**config.mk**
```make
export PLATFORM = sky130hd
export DESIGN_NAME = divider_ctrl_flat
export DESIGN_NICKNAME = d
export VERILOG_FILES = /design/src/rtl/divider_ctrl_if.sv /design/src/rtl/divider_ctrl.sv /design/src/flat_wrapper.sv
export SDC_FILE = /design/constraint.sdc
export NUM_CORES = 1
export LEC_CHECK = 0
export CAP_MARGIN = 20
export CORE_UTILIZATION = 25
export DETAILED_ROUTE_END_ITERATION = 16
export PLACE_DENSITY = 0.53
export SKIP_CTS_REPAIR_TIMING = 1
export SLEW_MARGIN = 10
export SYNTH_ARGS = -nofsm -noshare
export SYNTH_HDL_FRONTEND = slang
export SYNTH_SLANG_ARGS = --single-unit
export TNS_END_PERCENT = 1
```
**constraint.sdc**
```tcl
create_clock -name clk -period 2.85 [get_ports clk]
set_input_delay 0.57 -clock clk [delete_from_list [all_inputs] [get_ports clk]]
set_output_delay 0.57 -clock clk [all_outputs]
set_load 0.1 [all_outputs]
```
**src/rtl/divider_ctrl_if.sv**
```systemverilog
// -----------------------------------------------------------------------------
// divider_ctrl_if : request/status and datapath-control bundle of divider_ctrl
// Rev 1.0 - initial release
// -----------------------------------------------------------------------------
`default_nettype none

interface divider_ctrl_if #(
  parameter int CW = 7
);
  logic          start;
  logic          abort;
  logic          ack;
  logic          cnt_is_0;
  logic          divisor_is_0;
  logic          dvsr_less_than_dvnd;
  logic          shifted_divisor_MSB;
  logic          init;
  logic          left;
  logic          right;
  logic          sub;
  logic          ready;
  logic          busy;
  logic          done;
  logic          div_by_zero;
  logic [CW-1:0] cyc_cnt;

  // master: requester plus datapath status side; slave: the sequencer
  modport master (
    output start, abort, ack,
    output cnt_is_0, divisor_is_0, dvsr_less_than_dvnd, shifted_divisor_MSB,
    input  init, left, right, sub,
    input  ready, busy, done, div_by_zero, cyc_cnt
  );

  modport slave (
    input  start, abort, ack,
    input  cnt_is_0, divisor_is_0, dvsr_less_than_dvnd, shifted_divisor_MSB,
    output init, left, right, sub,
    output ready, busy, done, div_by_zero, cyc_cnt
  );
endinterface

`default_nettype wire

```
**src/rtl/divider_ctrl.sv**
```systemverilog
// -----------------------------------------------------------------------------
// divider_ctrl : sequencing FSM for the shift/subtract long-division datapath
// Rev 1.0 - initial release
// -----------------------------------------------------------------------------
`default_nettype none

module divider_ctrl #(
  parameter  int SIZE = 32,
  localparam int CW   = $clog2(3*SIZE+6)
) (
  input wire            clk,
  input wire            reset,
  divider_ctrl_if.slave bus
);

  typedef enum logic [2:0] {
    S_IDLE    = 3'd0,
    S_LOAD    = 3'd1,
    S_CHECK   = 3'd2,
    S_ALIGN   = 3'd3,
    S_COMPARE = 3'd4,
    S_NEXT    = 3'd5,
    S_DONE    = 3'd6,
    S_ERR     = 3'd7
  } state_t;

  state_t        r_state;
  state_t        w_next;
  logic          r_ready;
  logic          r_busy;
  logic          r_done;
  logic          r_div_by_zero;
  logic [CW-1:0] r_cyc_cnt;

  logic          w_in_op;
  logic          w_counting;
  logic          w_abort;
  logic          w_align_shift;
  logic          w_init;
  logic          w_left;
  logic          w_right;
  logic          w_sub;

  assign w_in_op       = (r_state == S_LOAD) || (r_state == S_CHECK) ||
                         (r_state == S_ALIGN) || (r_state == S_COMPARE) ||
                         (r_state == S_NEXT);
  assign w_counting    = w_in_op && (r_state != S_LOAD);
  assign w_abort       = w_in_op && bus.abort;
  // The MSB stop keeps the shifted divisor from overflowing the register.
  assign w_align_shift = !bus.shifted_divisor_MSB && bus.dvsr_less_than_dvnd;

  always_comb begin
    w_init  = 1'b0;
    w_left  = 1'b0;
    w_right = 1'b0;
    w_sub   = 1'b0;
    if (!w_abort) begin
      case (r_state)
        S_LOAD:    w_init  = 1'b1;
        S_ALIGN:   w_left  = w_align_shift;
        S_COMPARE: w_sub   = bus.dvsr_less_than_dvnd;
        S_NEXT:    w_right = !bus.cnt_is_0;
        default: ;
      endcase
    end
  end

  always_comb begin
    w_next = r_state;
    case (r_state)
      S_IDLE:    if (bus.start) w_next = S_LOAD;
      S_LOAD:    w_next = S_CHECK;
      S_CHECK:   w_next = bus.divisor_is_0 ? S_ERR : S_ALIGN;
      S_ALIGN:   if (!w_align_shift) w_next = S_COMPARE;
      S_COMPARE: w_next = S_NEXT;
      S_NEXT:    w_next = bus.cnt_is_0 ? S_DONE : S_COMPARE;
      S_DONE:    if (bus.ack) w_next = S_IDLE;
      S_ERR:     if (bus.ack) w_next = S_IDLE;
      default:   w_next = S_IDLE;
    endcase
    if (w_abort) w_next = S_IDLE;
  end

  // Status flags are registered copies of the decode of the next state.
  always_ff @(posedge clk or negedge reset) begin
    if (!reset) begin
      r_state       <= S_IDLE;
      r_ready       <= 1'b1;
      r_busy        <= 1'b0;
      r_done        <= 1'b0;
      r_div_by_zero <= 1'b0;
      r_cyc_cnt     <= '0;
    end else begin
      r_state       <= w_next;
      r_ready       <= (w_next == S_IDLE);
      r_busy        <= (w_next == S_LOAD) || (w_next == S_CHECK) ||
                       (w_next == S_ALIGN) || (w_next == S_COMPARE) ||
                       (w_next == S_NEXT);
      r_done        <= (w_next == S_DONE) || (w_next == S_ERR);
      r_div_by_zero <= (w_next == S_ERR);
      if (!w_abort) begin
        if (r_state == S_LOAD) begin
          r_cyc_cnt <= CW'(1);
        end else if (w_counting && (r_cyc_cnt != {CW{1'b1}})) begin
          r_cyc_cnt <= r_cyc_cnt + CW'(1);
        end
      end
    end
  end

  assign bus.init        = w_init;
  assign bus.left        = w_left;
  assign bus.right       = w_right;
  assign bus.sub         = w_sub;
  assign bus.ready       = r_ready;
  assign bus.busy        = r_busy;
  assign bus.done        = r_done;
  assign bus.div_by_zero = r_div_by_zero;
  assign bus.cyc_cnt     = r_cyc_cnt;

endmodule

`default_nettype wire
```
**src/flat_wrapper.sv**
```systemverilog
// flat-port wrapper written by rule: the top's interface ports become plain ports
module divider_ctrl_flat 
#(
  parameter  int SIZE = 32,
  localparam int CW   = $clog2(3*SIZE+6)
)
  (clk, reset, bus_start, bus_abort, bus_ack, bus_cnt_is_0, bus_divisor_is_0, bus_dvsr_less_than_dvnd, bus_shifted_divisor_MSB, bus_init, bus_left, bus_right, bus_sub, bus_ready, bus_busy, bus_done, bus_div_by_zero, bus_cyc_cnt);
  divider_ctrl_if bus_i ();
  input wire clk;
  input wire reset;
  input wire logic [$bits(bus_i.start)-1:0] bus_start;
  input wire logic [$bits(bus_i.abort)-1:0] bus_abort;
  input wire logic [$bits(bus_i.ack)-1:0] bus_ack;
  input wire logic [$bits(bus_i.cnt_is_0)-1:0] bus_cnt_is_0;
  input wire logic [$bits(bus_i.divisor_is_0)-1:0] bus_divisor_is_0;
  input wire logic [$bits(bus_i.dvsr_less_than_dvnd)-1:0] bus_dvsr_less_than_dvnd;
  input wire logic [$bits(bus_i.shifted_divisor_MSB)-1:0] bus_shifted_divisor_MSB;
  output wire logic [$bits(bus_i.init)-1:0] bus_init;
  output wire logic [$bits(bus_i.left)-1:0] bus_left;
  output wire logic [$bits(bus_i.right)-1:0] bus_right;
  output wire logic [$bits(bus_i.sub)-1:0] bus_sub;
  output wire logic [$bits(bus_i.ready)-1:0] bus_ready;
  output wire logic [$bits(bus_i.busy)-1:0] bus_busy;
  output wire logic [$bits(bus_i.done)-1:0] bus_done;
  output wire logic [$bits(bus_i.div_by_zero)-1:0] bus_div_by_zero;
  output wire logic [$bits(bus_i.cyc_cnt)-1:0] bus_cyc_cnt;
  assign bus_i.start = bus_start;
  assign bus_i.abort = bus_abort;
  assign bus_i.ack = bus_ack;
  assign bus_i.cnt_is_0 = bus_cnt_is_0;
  assign bus_i.divisor_is_0 = bus_divisor_is_0;
  assign bus_i.dvsr_less_than_dvnd = bus_dvsr_less_than_dvnd;
  assign bus_i.shifted_divisor_MSB = bus_shifted_divisor_MSB;
  assign bus_init = bus_i.init;
  assign bus_left = bus_i.left;
  assign bus_right = bus_i.right;
  assign bus_sub = bus_i.sub;
  assign bus_ready = bus_i.ready;
  assign bus_busy = bus_i.busy;
  assign bus_done = bus_i.done;
  assign bus_div_by_zero = bus_i.div_by_zero;
  assign bus_cyc_cnt = bus_i.cyc_cnt;
  divider_ctrl #(.SIZE(SIZE)) u_core (.clk(clk), .reset(reset), .bus(bus_i));
endmodule
```
* Yosys cells after proc, flatten, opt, wreduce, memory -nomap -nowiden
Index checks and enable logic that the tools add are counted.
** Cells by class
- Eq/ne operators :: 16
- Mux-type cells :: 17
- Reduce and logical (&&, ||, !) cells :: 20
- Bitwise gates (word level) :: 1
- Add/subtract/negate cells :: 1
** Operators by type and width (count)
- $eq 3x3->1 const B :: 8
- $pmux 3 s7 :: 1
- $mux 3 :: 5
- $mux 7 :: 2
- $eq 3x2->1 const B :: 4
- $logic_or 1x1->1 :: 9
- $mux 1 :: 8
- $add 7x1->7 const B :: 1
- $ne 7x7->1 const B :: 1
- $eq 3x1->1 const B :: 2
- $logic_not 3->1 :: 2
- $logic_and 1x1->1 :: 4
- $ne 3x1->1 const B :: 1
- $logic_not 1->1 :: 2
- $mux 2 :: 1
- $reduce_and 2->1 :: 1
- $reduce_bool 2->1 :: 1
- $reduce_or 2->1 :: 1
- $not 1->1 :: 1
** Word-level totals
- Output and inout bits :: 15
- Word-level logic and storage cells :: 61
- Register bits :: 14
- Bits of input ports :: 9

* Depth between registers and ports, before layout
Gate-level depths: netlist (run 1).
- Depth after elaboration :: 12
- Depth in mapped cells :: 6
- Depth with buffers taken out :: 6

* Worst setup path after synthesis (run 1)
Ideal clock, no wire load.
- Path kind :: register to output
- From :: register u_core.r_state[1]
- To :: output port bus_right
- Arrival :: 3.813 ns
- Path slack :: -1.533 ns
- Cell stages (with the launch flop) :: 4
- Cells stage by stage :: dfrtp_1 -> buf_2 -> nand2b_1 -> nor4b_1
** Between the ends
- Cells in the longest elaborated chain, start to end :: 7
- Elaborated cells between the ends (all ways) :: 12
- Classes of those cells :: eq/ne (5); mux (2); reduce/logical (5)
** RTL lines
- from (decl) :: line divider_ctrl.sv:27 : state_t r_state;
- from (signal assigned) :: line divider_ctrl.sv:94 : r_state <= w_next;
- $eq 3x1->1 / $eq 3x2->1 (equally long branches) :: line divider_ctrl.sv:44 : assign w_in_op = (r_state == S_LOAD) || (r_state == S_CHECK) ||
- $logic_or 1x1->1 (2 in series) :: line divider_ctrl.sv:44
- $logic_or 1x1->1 (2 in series) :: line divider_ctrl.sv:45 : (r_state == S_ALIGN) || (r_state == S_COMPARE) ||
- $logic_and 1x1->1 :: line divider_ctrl.sv:48 : assign w_abort = w_in_op && bus.abort;
- $mux 1 * :: line divider_ctrl.sv:57 : if (!w_abort) begin
- to (decl) :: line flat_wrapper.sv:20 : output wire logic [$bits(bus_i.right)-1:0] bus_right;
Every way passes the cells marked *; elsewhere a longest branch is shown, timed or not.

* Worst setup path in the final report (run 1)
- From :: input port bus_abort
- To :: output port bus_init
** Between the ends
- Cells in the longest elaborated chain, start to end :: 2
** RTL lines
- from (decl) :: line flat_wrapper.sv:12 : input wire logic [$bits(bus_i.abort)-1:0] bus_abort;
- $logic_and 1x1->1 :: line divider_ctrl.sv:48
- $mux 1 :: line divider_ctrl.sv:57
- to (decl) :: line flat_wrapper.sv:18 : output wire logic [$bits(bus_i.init)-1:0] bus_init;
Every way passes these cells.

==> impl_metrics.ini, run 1 <==
[outcome]
status = finished, final reports clean

[clock_tree]
cts_buffers = 3
htreeDepth = 1
path_clk_slew_ns = 0.09
cts_root_buf = clkbuf_4
cts.sinks = 14
clkLatencyLatePin_ns = 0.28
tritoncts = built
cts_buffer_depth = 2

[cells_and_area]
drive_above_1_share_pct = 30.77
finish.net_count = 115
fin_util_pct = 37.83
area_delta_synth_final_pct = 43.77
antenna_cells = 0
fin_area_mm2 = 0.001155

[global_routing]
grt_pass1_wl_um = 3022
grt_pass1_vias = 671
overflow = 0
antenna_found_initial = 0
grt_usage_pct = 11.49
grt_max_degree = 15

[sta]
fin_crit_sh_pct = 95.24
post-route-min-period_ns = 2.714
drv_slew = 0
skew_ns = 0.01209
slew_headroom_pct = 58.45
hold_violations = 0
max_freq_ghz = 0.3684
worstMarginPinSlew_ns = 0.6213
rsz0062_at_grt = false
setup_violations = 0

[synthesis]
yosysTopAreaCellShare_pct = 40.50
syn_inst = 77
postSynthAreaPerCell_um2 = 10.43
async_reset_ff_share_pct = 100.0
synth.most_common_cell = dfrtp_1
synth_edf_count = 0
synth_ff_type = dfrtp_1
synthTopCellsByCount = dfrtp_1 (13), nor2_1 (6), nand2_1 (4), nand2b_1 (4)
ys_types = 39
synth_nets = 87
ys_ff_latch = 14
ys.warnings.count = 0
yosysTopAreaCell = dfrtp_1
synth.top_cells.by_area = dfrtp_1 (40%), dfstp_2 (3.3%), xor2_1 (3.3%)
ys_seq_area_share_pct = 43.77
synth.cell_area_um2 = 803.3

[die]
rows = 20
core_area_mm2 = 0.003053
initial_utilization_pct = 26.31
die_area_mm2 = 0.003444
die_w_um = 58.69
io_pins = 24
die_y_um = 58.69

[setup_path]
critPathKind = input pin to primary output
critical_path_arrival_ns = 2.14
critPathRequiredTime_ns = 2.28
endpoint_kind = primary output
cp_max_fo = 4
reg2reg_slack_ns = 0.79
startpoint_type = input pin

[worst_hold_path]
worstHoldPathType = flop to flop

[detailed_routing]
wl_um = 1760
drtAntennaViolNets = 0
viasPerCell = 4.527
drc = 0
drt-wirelength-per-cell_um = 11.89
vias = 670
dr.pass1.iters = 4
first_iter_violations = 33

[pwr]
leakagePower_nw = 0.5040
power_density_mw_per_mm2 = 588.7
ir_drop_v = 0.0003676

[place]
place_area_mm2 = 0.001106
routabilityCongestion = 0.7227
dp_hpwl_um = 1411
portBuffers = 23

[job]
maxCapViolations = 0
[per-layer routing]
layer | wire length (um) | vias up | track usage (%)
met2 | 850 | 16 | 18.23
met1 | 819 | 318 | 15.36
li1 | - | 334 | -
met3 | 83 | 2 | 3.956
met5 | 0 | - | 0
met4 | 8 | 0 | 2.041
[cells in the final DEF, fill, tap and decap left out, types with 3 or more instances in the layout]
| cell type | n |
|---|---|
| buf_4 | 14 |
| o211ai_1 | 3 |
| nand2_1 | 4 |
| nor2_1 | 6 |
| and3_1 | 3 |
| clkbuf_4 | 3 |
| buf_12 | 4 |
| nand2b_1 | 4 |
| inv_1 | 3 |
| clkdlybuf4s50_1 | 6 |
| dfrtp_1 | 13 |
| xor2_1 | 3 |
[cells by family after synthesis]
kind of cell               count (synthesis)  share of synthesized area (%)
and+or+nand+nor                           34                          26.01
AOI/OAI and AO/OA                         18                          19.47
DFF                                       14                          43.77
buffers and inverters                      6                          4.828
xor gates and xnor gates                   4                          4.362
adders and majority gates                  1                          1.557
[state kept, by name, summed over array words and instances, names as in the netlist]
signal / cells
u_core.bus.ready: 1
u_core.bus.div_by_zero: 1
u_core.bus.done: 1
u_core.bus.busy: 1
u_core.bus.cyc_cnt: 7
u_core.r_state: 3
[stage by stage]
step	setup TNS (ns)	cells	setup WS (ns)	hold slack [ns]	power, mW
floorplan	-0.3034	77	-0.1537	0.2744	0.4749
global placement	0	143	0.03016	0.5196	0.5398
detailed placement	0	143	0.04869	0.5296	0.5407
CTS	0	147	0.04056	0.5506	0.6845
global route	0	148	0.01709	0.6050	0.7176
finish	0	148	0.1355	0.5453	0.6798
[critical path, cell delays in order]
cell and delay (ns):
clkdlybuf4s50_1 0.55, o21ba_1 0.18, o22ai_1 0.29, a21oi_4 0.08, nor3b_4 0.27, buf_12 0.21
[report_power, final]
part | switching [mW] | leakage [nW] | internal, mW | total [mW]
combinational | 0.208 | 0.298 | 0.0785 | 0.287
sequential | 0.0274 | 0.185 | 0.225 | 0.252
clock | 0.0633 | 0.0210 | 0.0777 | 0.141
[worst paths after layout]
path / startpoint / end / cells after the start
min: u_core.bus.cyc_cnt[6] / u_core.bus.cyc_cnt[6] / 2
max: bus_abort / bus_init / 6
max in group asynchronous: reset / u_core.bus.done / 1
min in group asynchronous: reset / u_core.bus.cyc_cnt[3] / 1
min reg2reg: u_core.bus.cyc_cnt[6] / u_core.bus.cyc_cnt[6] / 2
max reg2reg: u_core.r_state[2] / u_core.bus.cyc_cnt[0] / 6
[cell type report]
cell class	count	area (um2)
clock buffer	4	36.28
fill	324	1898
inverter	3	11.26
multi-input combinational	57	430.4
sequential	14	351.6
tap	44	55.05
timing repair buffer	26	270.3
No activity file was read; power rests on OpenSTA's default activity.
==> run 2: changes to the inputs <==
ABC_AREA = 1   (was not set)
PLACE_DENSITY = 0.52   (was 0.53)
clock period = 3.4 ns   (was 2.85 ns; I/O delays follow)
==> run 2 against run 1 <==
Against the previous run:
- first-iteration DRC count increased by 52%
- clock skew decreased by 0.012 ns
- die area up 9.6%
- count of clock-buffer cells in the layout is the same
- setup slack improved by 0.70 ns
- cell area up 1.8%
- sequential share of layout area down 0.55 points
- critical path depth decreased by 1
- non-clock buffer count down 3
- wire length increased by 9.7%
- critical path type unchanged
==> impl_metrics.ini, run 2 <==
[setup_path]
critPathKind = input pin to primary output
critPathRequiredTime_ns = 2.72
cp_max_fo = 6
startpoint_type = input pin
critical_path_arrival_ns = 1.89
endpoint_kind = primary output

[die]
core_area_mm2 = 0.003363
die_y_um = 61.44
die_w_um = 61.44
die_area_mm2 = 0.003775
rows = 21
io_pins = 24
initial_utilization_pct = 26.26

[synthesis]
synth_edf_count = 0
synth_nets = 123
synth.most_common_cell = nand2_1
synthSimpleGateAreaFrac_pct = 37.25
synth.area.mux_share_pct = 0
synthTopCellsByCount = nand2_1 (31), inv_1 (15), dfrtp_1 (13)
yosysTopAreaCellShare_pct = 36.83
synth.cell_area_um2 = 883.3
ys_seq_area_share_pct = 39.80
yosysTopAreaCell = dfrtp_1
ys_types = 24
async_reset_ff_share_pct = 100.0
synth_top_family_by_area = simple AND/OR/NAND/NOR gates
postSynthAreaPerCell_um2 = 7.817
synth.top_cells.by_area = dfrtp_1 (37%), nand2_1 (13%), nand3_1 (6.8%)
synth_xor_area_share_pct = 1.983
ys_ff_latch = 14
synth-compound-area-share_pct = 8.074
synth_fa_ha_area_share_pct = 1.416
ys.warnings.count = 0
syn_inst = 113
synth_ff_type = dfrtp_1

[sta]
rsz0062_at_grt = false
hold_violations = 0
fin_crit_sh_pct = 75.48
worstMarginPinSlew_ns = 0.9578
slew_headroom_pct = 35.95
max_freq_ghz = 0.3897
hold_slack_ns = 0.5458
skew_ns = 0.0003509
post-route-min-period_ns = 2.566
drv_slew = 0
setup_violations = 0

[outcome]
status = finished, final reports clean

[global_routing]
grt_pass1_wl_um = 3318
grt_pass1_vias = 753
antenna_found_initial = 0
overflow = 0
grt_max_degree = 15
grt_usage_pct = 12.17

[cells_and_area]
fin_area_mm2 = 0.001176
finish.net_count = 149
layout_commonest_cell = nand2_1
largest_register_ffs = 7
antenna_cells = 0
area_delta_synth_final_pct = 33.14
fin_util_pct = 34.97
drive_above_1_share_pct = 29.71
layout_common_cells = nand2_1 (31), inv_1 (15), dfrtp_1 (13)

[place]
place_area_mm2 = 0.001140
routabilityCongestion = 0.8105
dp_hpwl_um = 1496
portBuffers = 23

[detailed_routing]
dr.pass1.iters = 4
first_iter_violations = 50
drc = 0
viasPerCell = 4.315
wl_um = 1931
drtAntennaViolNets = 0
drt-wirelength-per-cell_um = 10.49
vias = 794

[worst_hold_path]
worstHoldPathType = flop to flop

[clock_tree]
cts_buffer_depth = 2
htreeDepth = 1
cts_root_buf = clkbuf_4
clkLatencyLatePin_ns = 0.28
path_clk_slew_ns = 0.09
cts.sinks = 14
tritoncts = built
cts_buffers = 3

[job]
maxCapViolations = 0
-- run 2: cell types whose count changed after synthesis, moves of 3 or more --
cell and delta:
inv_2 +3, o211ai_1 -3, inv_1 +12, nand4_1 +3, nand2b_1 -4, nand3_1 +10, o21ai_2 +6, nand2_2 +4
nand2_1 +27, and3_1 -3
-- run 2: worst paths after layout --
check | slack [ns] | to | cells past startpoint | startpoint
min in group asynchronous | 0.80 | u_core.bus.cyc_cnt[4] | 1 | reset
min reg2reg | 0.55 | u_core.bus.cyc_cnt[4] | 2 | u_core.bus.cyc_cnt[4]
max | 0.83 | bus_sub | 5 | bus_abort
min | 0.55 | u_core.bus.cyc_cnt[4] | 2 | u_core.bus.cyc_cnt[4]
max in group asynchronous | 2.18 | u_core.bus.div_by_zero | 1 | reset
max reg2reg | 1.80 | u_core.bus.cyc_cnt[1] | 9 | u_core.bus.cyc_cnt[0]
-- run 2: per-layer routing --
layer | part of all wire, % | global-route usage, % | up-vias
li1 | - | - | 411
met1 | 48 | 15.92 | 358
met4 | 0.41 | 2.857 | 0
met2 | 45 | 19.25 | 23
met5 | 0 | 0 | -
met3 | 6.2 | 4.412 | 2
-- run 2: cell families (layout without fill, tap and decap cells) --
kind of cell             count (synthesis)  in the layout
adder cells (fa/ha/maj)                  1              1
flip-flops                              14             14
XOR/XNOR                                 2              2
buffers and inverters                   21             46
AO/OA/AOI/OAI                            9              9
AND/OR/NAND/NOR                         66             66
-- run 2: layout make-up --
cell class	count	area, um2
Fill cell	391	2187
Multi-Input combinational cell	78	436.7
Sequential cell	14	351.6
Timing Repair Buffer	23	220.2
Inverter	19	73.82
Tap cell	46	57.56
Clock buffer	4	36.28
-- run 2: critical path: stages --
cell,delay [ns]
clkdlybuf4s50_1,0.50
nand2_4,0.15
inv_1,0.06
nor3_1,0.27
buf_12,0.22
-- run 2: per-stage QoR --
stage                     worst slack, ns  cells  TNS (ns)
final                              0.8336    184         0
after global routing               0.7594    184         0
after CTS                          0.8256    184         0
after detailed placement           0.8253    180         0
after global placement             0.8423    180         0
after floorplan                   -0.1570    113   -0.1570
Power of run 2 is left out: the tool's default activity adds up to more than one toggle a clock period on the data nets, which glitch-free logic cannot reach.
==> run 3: changes to the inputs <==
clock period = 2.5 ns   (was 3.4 ns; I/O delays follow)
==> run 3 against run 2 <==
Against the previous run:
- global-route usage shrank 0.96 points
- die area is the same
- clock skew grew 0.014 ns
- setup slack lost 0.59 ns
- core utilization grew 0.78 points
- register-to-register slack lost 0.90 ns
- non-clock buffer count is the same
- first-iteration DRC count shrank 36%
- critical endpoint unchanged
- critical path depth grew 2
- largest cell class unchanged
==> impl_metrics.ini, run 3 (same netlist as run 2, synthesis figures left out) <==
[cells_and_area]
fin_util_pct = 35.75
antenna_cells = 0
fillers = 383
largest_register_ffs = 7
multiInputGateArea_um2 = 450.4
drive_above_1_share_pct = 30.43
area_delta_synth_final_pct = 36.12
regArea_um2 = 351.6
layout_commonest_cell = nand2_1
finish.net_count = 149
layout_common_cells = nand2_1 (31), inv_1 (15), dfrtp_1 (13)

[setup_path]
slowest_delay_ns = 0.53
worstPathCellList = inv_2 > nand2_1 > nand3_2 > nand2_4 > inv_1 > nor3_2 > buf_12
cp_max_fo = 8
critPathRequiredTime_ns = 2.00
endpoint_kind = primary output
critPathKind = flop to primary output
slowest_stage = dfrtp_1
critical_path_arrival_ns = 1.76
startpoint_type = flop

[clock_tree]
path_clk_slew_ns = 0.09
cts_buffers = 3
cts.sinks = 14
cts_buffer_depth = 2
htreeDepth = 1
cts_root_buf = clkbuf_4
tritoncts = built
clkLatencyLatePin_ns = 0.28

[sta]
drv_slew = 0
slew_headroom_pct = 55.66
fin_crit_sh_pct = 90.39
hold_violations = 0
rsz0062_at_grt = false
skew_ns = 0.01450
worstMarginPinSlew_ns = 0.6630
setup_violations = 0
max_freq_ghz = 0.4425
post-route-min-period_ns = 2.260

[detailed_routing]
drc = 0
first_iter_violations = 32
wl_met2_um = 868
viasPerCell = 4.255
drt-met1-wl_um = 915
drtAntennaViolNets = 0
wl_met3_um = 99
dr.pass1.iters = 5
maxUsedRoutingLayer = met3
wl_um = 1882
vias = 783
drt-wirelength-per-cell_um = 10.23

[global_routing]
grt_pass1_wl_um = 3139
overflow = 0
grt_pass1_vias = 755
grt_max_degree = 15
antenna_found_initial = 0
grt_usage_pct = 11.21

[die]
core_area_mm2 = 0.003363
die_w_um = 61.44
rows = 21
initial_utilization_pct = 26.26
die_y_um = 61.44
io_pins = 24
die_area_mm2 = 0.003775

[worst_hold_path]
worstHoldPathType = flop to flop

[outcome]
status = finished, final reports clean

[place]
portBuffers = 23
dp_hpwl_um = 1415
routabilityCongestion = 0.8162

[job]
maxCapViolations = 0
## run 3: cell types whose count changed in the layout (fill, tap and decap cells not counted), sizes merged
cell,delta
buf,+1
clkdlybuf4s50,-1
## run 3: through the flow
| step | hold WS [ns] | setup TNS [ns] | instance area, um2 | setup slack (ns) | std cells |
|---|---|---|---|---|---|
| finish | 0.5568 | 0 | 1202 | 0.2402 | 184 |
| global route | 0.5866 | 0 | 1202 | 0.1368 | 184 |
| CTS | 0.5633 | 0 | 1202 | 0.2282 | 184 |
| detailed placement | 0.5377 | 0 | 1176 | 0.3457 | 180 |
| global placement | 0.5328 | 0 | 1176 | 0.3638 | 180 |
| floorplan | 0.2044 | -0.1970 | 903.4 | -0.1229 | 113 |
## run 3: final cells by class
| type | instances | share of cell area (%) |
|---|---|---|
| Clock buffer | 4 | 2.185 |
| Inverter | 19 | 6.139 |
| Multi-Input combinational cell | 78 | 37.46 |
| Sequential cell | 14 | 29.24 |
| Tap cell | 46 | 4.787 |
| Timing Repair Buffer | 23 | 20.19 |
## run 3: worst paths after layout
check,startpoint,endpoint,slack (ns),depth (start not counted)
worst max register to register,u_core.bus.cyc_cnt[0],u_core.bus.cyc_cnt[2],0.90,9
worst min register to register,u_core.bus.cyc_cnt[4],u_core.bus.cyc_cnt[4],0.56,2
min in group asynchronous,reset,u_core.bus.cyc_cnt[3],0.61,1
worst min-delay path,u_core.bus.cyc_cnt[4],u_core.bus.cyc_cnt[4],0.56,2
worst max-delay path,u_core.r_state[2],bus_sub,0.24,7
max in group asynchronous,reset,u_core.bus.busy,1.45,1
## run 3: worst max-delay path: cells and delay by family, from the launching register on
kind,cells,cell delay (ns)
and+or+nand+nor,4,0.53
buffers and inverters,3,0.41
DFF,1,0.53
## run 3: routing by layer
metal,up-vias,track usage (%)
li1,405,-
met1,354,14.25
met2,24,18.63
met3,0,3.782
met4,0,2.222
met5,-,0
Power of run 3 is left out for the same reason.
